**src/rtl/regfile_pkg.sv**
```systemverilog
// Shared definitions for the register-file request encoder: sizes, FSM encoding
// and small helpers.
package regfile_pkg;

    localparam int NREG = 8;
    localparam int IDXW = 3;

    typedef enum logic {
        IDLE  = 1'b0,
        GRANT = 1'b1
    } state_t;

    function automatic logic [3:0] popcount8(input logic [NREG-1:0] v);
        logic [3:0] s;
        s = 4'd0;
        for (int i = 0; i < NREG; i++) begin
            s = s + {3'b000, v[i]};
        end
        return s;
    endfunction

    function automatic logic [NREG-1:0] onehot8(input logic [IDXW-1:0] idx);
        return 8'b0000_0001 << idx;
    endfunction

endpackage

```
**src/rtl/rot_prienc8.sv**
```systemverilog
// Combinational priority encoder that starts its search at ptr and wraps 7 -> 0.
module rot_prienc8
    import regfile_pkg::*;
(
    input  logic [NREG-1:0] req,
    input  logic [IDXW-1:0] ptr,
    output logic            found,
    output logic [IDXW-1:0] idx
);

    logic [14:0]     w_dbl;
    logic [7:0]      w_rot;
    logic [IDXW-1:0] w_off;

    // w_rot[j] is req[(ptr + j) mod 8], so bit 0 is the highest-priority position.
    assign w_dbl = {req[6:0], req};
    assign w_rot = w_dbl[ptr +: 8];

    always_comb begin
        found = 1'b0;
        w_off = 3'd0;
        for (int j = 7; j >= 0; j--) begin
            if (w_rot[j]) begin
                found = 1'b1;
                w_off = 3'(j);
            end
        end
    end

    assign idx = ptr + w_off;

endmodule

```
**src/rtl/rr_encode8to3.sv**
```systemverilog
// 8-to-3 request encoder/arbiter: registered grant with valid/ready handshake,
// round-robin or fixed priority, plus a registered request population count.
module rr_encode8to3
    import regfile_pkg::*;
#(
    parameter int RR_MODE      = 1,
    parameter int HOLD_ON_DROP = 1
) (
    input  logic            clk,
    input  logic            reset,
    input  logic [NREG-1:0] req,
    input  logic            grant_ready,
    output logic            grant_valid,
    output logic [IDXW-1:0] grant_idx,
    output logic [NREG-1:0] grant_onehot,
    output logic [3:0]      busy_cnt
);

    state_t          r_state;
    logic            r_valid;
    logic [IDXW-1:0] r_idx;
    logic [NREG-1:0] r_onehot;
    logic [3:0]      r_busy;
    logic [IDXW-1:0] r_ptr;

    logic            w_accept;
    logic            w_keep;
    logic            w_found;
    logic [IDXW-1:0] w_idx;
    logic [IDXW-1:0] w_ptr_sel;

    assign w_accept = r_valid && grant_ready;

    // On accept the search already starts past the served index, so a back-to-back
    // grant sees the just-served requester as lowest priority.
    assign w_ptr_sel = (w_accept && (RR_MODE != 0)) ? r_idx + 3'd1 : r_ptr;

    assign w_keep = r_valid && !w_accept && ((HOLD_ON_DROP != 0) || req[r_idx]);

    rot_prienc8 u_enc (
        .req   (req),
        .ptr   (w_ptr_sel),
        .found (w_found),
        .idx   (w_idx)
    );

    always_ff @(posedge clk or posedge reset) begin
        if (reset) begin
            r_state  <= IDLE;
            r_valid  <= 1'b0;
            r_idx    <= '0;
            r_onehot <= '0;
            r_busy   <= 4'd0;
            r_ptr    <= '0;
        end else begin
            r_busy <= popcount8(req);
            case (r_state)
                IDLE: begin
                    if (w_found) begin
                        r_state  <= GRANT;
                        r_valid  <= 1'b1;
                        r_idx    <= w_idx;
                        r_onehot <= onehot8(w_idx);
                    end
                end
                GRANT: begin
                    if (w_accept && (RR_MODE != 0)) begin
                        r_ptr <= w_ptr_sel;
                    end
                    if (!w_keep) begin
                        if (w_found) begin
                            r_idx    <= w_idx;
                            r_onehot <= onehot8(w_idx);
                        end else begin
                            r_state  <= IDLE;
                            r_valid  <= 1'b0;
                            r_onehot <= '0;
                        end
                    end
                end
                default: begin
                    r_state  <= IDLE;
                    r_valid  <= 1'b0;
                    r_onehot <= '0;
                end
            endcase
        end
    end

    assign grant_valid  = r_valid;
    assign grant_idx    = r_idx;
    assign grant_onehot = r_onehot;
    assign busy_cnt     = r_busy;

endmodule

```
**config.mk**
```make
export PLATFORM = sky130hd
export DESIGN_NAME = rr_encode8to3
export DESIGN_NICKNAME = d
export VERILOG_FILES = /design/src/rtl/regfile_pkg.sv /design/src/rtl/rot_prienc8.sv /design/src/rtl/rr_encode8to3.sv
export SDC_FILE = /design/constraint.sdc
export NUM_CORES = 1
export LEC_CHECK = 0
export ABC_AREA = 1
export CORE_ASPECT_RATIO = 1.4
export CORE_MARGIN = 4
export CORE_UTILIZATION = 35
export DETAILED_ROUTE_END_ITERATION = 10
export PLACE_DENSITY = 0.52
export SYNTH_ARGS = -nofsm -noshare
export SYNTH_HDL_FRONTEND = slang
export SYNTH_SLANG_ARGS = --single-unit
export TNS_END_PERCENT = 20
```
**constraint.sdc**
```tcl
create_clock -name clk -period 4.2 [get_ports clk]
set_clock_uncertainty 0.2 [all_clocks]
set_input_delay 0.84 -clock clk [delete_from_list [all_inputs] [get_ports clk]]
set_output_delay 0.84 -clock clk [all_outputs]
set_load 0.01 [all_outputs]
```
==> results.json <==
{
  "status": "completed",
  "place.detailed.hpwl_um": 3510,
  "arrival_ns": 3.86,
  "synth_area_mm2": 0.001722,
  "ys_seq_elements": 20,
  "p_leak_nw": 1.140,
  "coreArea_mm2": 0.004644,
  "critPathTopFamily": "simple AND/OR/NAND/NOR gates",
  "synth_seq_area_share": 0.2907,
  "drv_slew": 0,
  "root_buffer": "clkbuf_8",
  "cts_hold_repair.buffers": 0,
  "synth_top_area_cell": "dfrtp_1",
  "slew_headroom": 0.4819,
  "wl_per_cell_um": 12.70,
  "hold_path.startpoint": "grant_onehot[2]$_DFFE_PP0P_",
  "crit_chain": "clkdlybuf4s50_1, buf_4, nand3_4, buf_4, nand3_1, nand3_1, nand3_1, nand2_1, nand2_1, nand2_1, nand2_1, nand2_1, nand2_1, a21boi_0, ha_1, inv_1, fa_1, xor2_1, inv_1, nand3_1, nand2_2, nand2_1, nand2_1",
  "row_count": 29,
  "gp_congestion": 0.8447,
  "tritoncts": "yes",
  "synth_warnings": 0,
  "final_util": 0.4679,
  "drv_cap": 0,
  "vias": 1626,
  "antenna_found_initial": 0,
  "clock-sinks": 20,
  "cts_buffer_depth": 2,
  "grt_util_met2": 0.2404,
  "period_needed_ns": 3.909,
  "powerDensity_mw_per_mm2": 790.8,
  "cp.required_ns": 4.15,
  "reg2reg_from": "grant_idx[0]$_DFFE_PP0P_",
  "num_antenna_cells": 0,
  "fp.dieW_um": 67.28,
  "yosys-top-cells-area": "dfrtp_1 29%, nand3_1 16%, nand2_1 16%",
  "ant_nets": 0,
  "crit_fanout": 9,
  "hold_class": "reg2reg",
  "min_period_over_period": 0.9308,
  "firstDrtPassIters": 4,
  "syn_inst": 239,
  "dieArea_mm2": 0.006121,
  "initial_utilization": 0.3707,
  "synthDistinctLibCells": 25,
  "syn_avg_cell_area_um2": 7.204,
  "hold_violations": 0,
  "synthToLayoutAreaGrowth_pct": 26.24,
  "grt_busiest_layer": "met2",
  "nFillCells": 518,
  "clk_transition_reported_paths_ns": 0.07,
  "critPathLaunchType": "input port",
  "startpoint": "grant_ready",
  "cp.buffers_inverters": 5,
  "htreeDepth": 1,
  "grt.overflow.total": 0,
  "grt_pass1_vias": 1585,
  "fmax_mhz": 255.8,
  "power_mw": 1.719,
  "synth_top_area_frac": 0.2907,
  "port_buffers": 26,
  "path_class": "in2reg",
  "die_y_um": 90.99,
  "finalSetupViolCount": 0,
  "cts_inserted_buffers": 3,
  "gr-usage-all-layers": 0.1525,
  "rsz0062_at_grt": "no",
  "drt_iter0_drc": 81,
  "end_kind": "flop",
  "final_nets": 298,
  "grt_max_degree": 21,
  "met1_usage": 0.2135,
  "grt_pass1_wl_um": 7403,
  "crit_top_cell": "nand2_1",
  "worstSkewPairLatency_ns": 0.25,
  "drcViolationCount": 0,
  "cp_slowest_stage_delay_ns": 0.45,
  "syn_nets": 260,
  "slowest_stage": "clkdlybuf4s50_1",
  "via_per_inst": 4.811,
  "ir_drop_mv": 0.4334,
  "fin_tns_setup_ns": 0,
  "worst-slew-pin-transition_ns": 0.7763,
  "drive_gt1_frac": 0.1377,
  "post_cts_buffers": 0,
  "postRouteWirelength_um": 4293,
  "cts_resized": 0,
  "ios": 27,
  "grt_util_met3": 0.01728
}
[synth_stat cells]
master,n
a21boi_0,1
a21oi_1,1
buf_4,1
buf_6,2
buf_8,1
dfrtp_1,20
fa_1,5
ha_1,5
inv_1,28
inv_2,1
nand2_1,74
nand2_2,6
nand2_4,6
nand3_1,56
nand3_2,3
nand3_4,1
nor2_1,8
nor2_4,2
o21ai_0,4
o21ai_1,6
o21ai_2,2
o21ai_4,1
o21bai_1,1
o21bai_2,1
xor2_1,3
[layout by cell type, fill, tap and decap left out, drive strengths merged]
master and instances:
nor2 10, a21oi 1, a21boi 1, dfrtp 20, o21bai 2, ha 5
clkdlybuf4s50 26, buf 11, nand3 60, nand2 86, xor2 3, o21ai 13
fa 5, clkbuf 4, inv 29
[state kept, by name (all words and copies together) (netlist names)]
| name | count |
|---|---|
| grant_valid | 1 |
| grant_idx | 3 |
| grant_onehot | 8 |
| r_ptr | 3 |
| r_state | 1 |
| busy_cnt | 4 |
[layer usage]
layer | wire length, um | up-vias
met4 | 76 | 0
li1 | - | 845
met1 | 1942 | 742
met5 | 0 | -
met3 | 103 | 6
met2 | 2171 | 33
[worst reg2reg max path, cell delays in order, from the launching register on]
cell,delay [ns]
dfrtp_1,0.47
ha_1,0.37
inv_1,0.09
o21ai_4,0.28
nand3_1,0.14
nand2_1,0.07
nand2_1,0.04
nand2_1,0.09
nand2_1,0.06
nand2_1,0.05
nand2_1,0.05
nand2_1,0.05
nand2_1,0.04
a21boi_0,0.16
ha_1,0.17
inv_1,0.05
fa_1,0.37
xor2_1,0.20
inv_1,0.06
nand3_1,0.09
nand2_2,0.14
nand2_1,0.12
nand2_1,0.05
[through the flow]
| step | cells | hold slack, ns | instance area, um2 | setup WS (ns) |
|---|---|---|---|---|
| global route | 338 | 0.3615 | 2173 | 0.004744 |
| global placement | 334 | 0.2954 | 2110 | 0.02558 |
| finish | 338 | 0.3156 | 2173 | 0.2907 |
| floorplan | 239 | 0.2746 | 1722 | 0.8200 |
| detailed placement | 334 | 0.3019 | 2110 | 0.01797 |
| CTS | 338 | 0.3240 | 2165 | 0.2879 |
[power breakdown]
part           switching [mW]  total, mW  leakage [nW]  internal, mW
Combinational           0.757       1.28         0.863         0.518
Sequential             0.0451      0.299         0.249         0.253
Clock                  0.0615      0.145        0.0288        0.0833
Total                   0.864       1.72          1.14         0.855
[worst paths after layout]
check	to	depth (start not counted)	slack, ns
setup / recovery	grant_onehot[0]$_DFFE_PP0P_	23	0.29
hold / removal	grant_onehot[2]$_DFFE_PP0P_	2	0.32
setup reg to reg	grant_onehot[0]$_DFFE_PP0P_	22	0.70
hold reg to reg	grant_onehot[2]$_DFFE_PP0P_	2	0.32
max in group asynchronous	grant_idx[0]$_DFFE_PP0P_	2	2.49
min in group asynchronous	busy_cnt[1]$_DFF_PP0_	2	0.82
[layout make-up]
class	instances	area, um2	area share
multi-input cells	186	1076	0.4951
inverters	29	108.9	0.05009
well taps	62	77.57	0.03569
flip-flops and latches	20	500.5	0.2303
repair buffers	37	355.3	0.1635
clock buffers	4	55.05	0.02533
[cell families (layout without fill, tap and decap cells)]
| logic type | after synthesis | count (layout) | share of synthesized area |
|---|---|---|---|
| AO/OA/AOI/OAI | 17 | 17 | 0.06687 |
| AND/OR/NAND/NOR | 156 | 156 | 0.4433 |
| XOR/XNOR | 3 | 3 | 0.01526 |
| flip-flops | 20 | 20 | 0.2907 |
| buffers and inverters | 33 | 70 | 0.08939 |
| adder cells (fa/ha/maj) | 10 | 10 | 0.09448 |
Power figures use the tool's default switching activity.
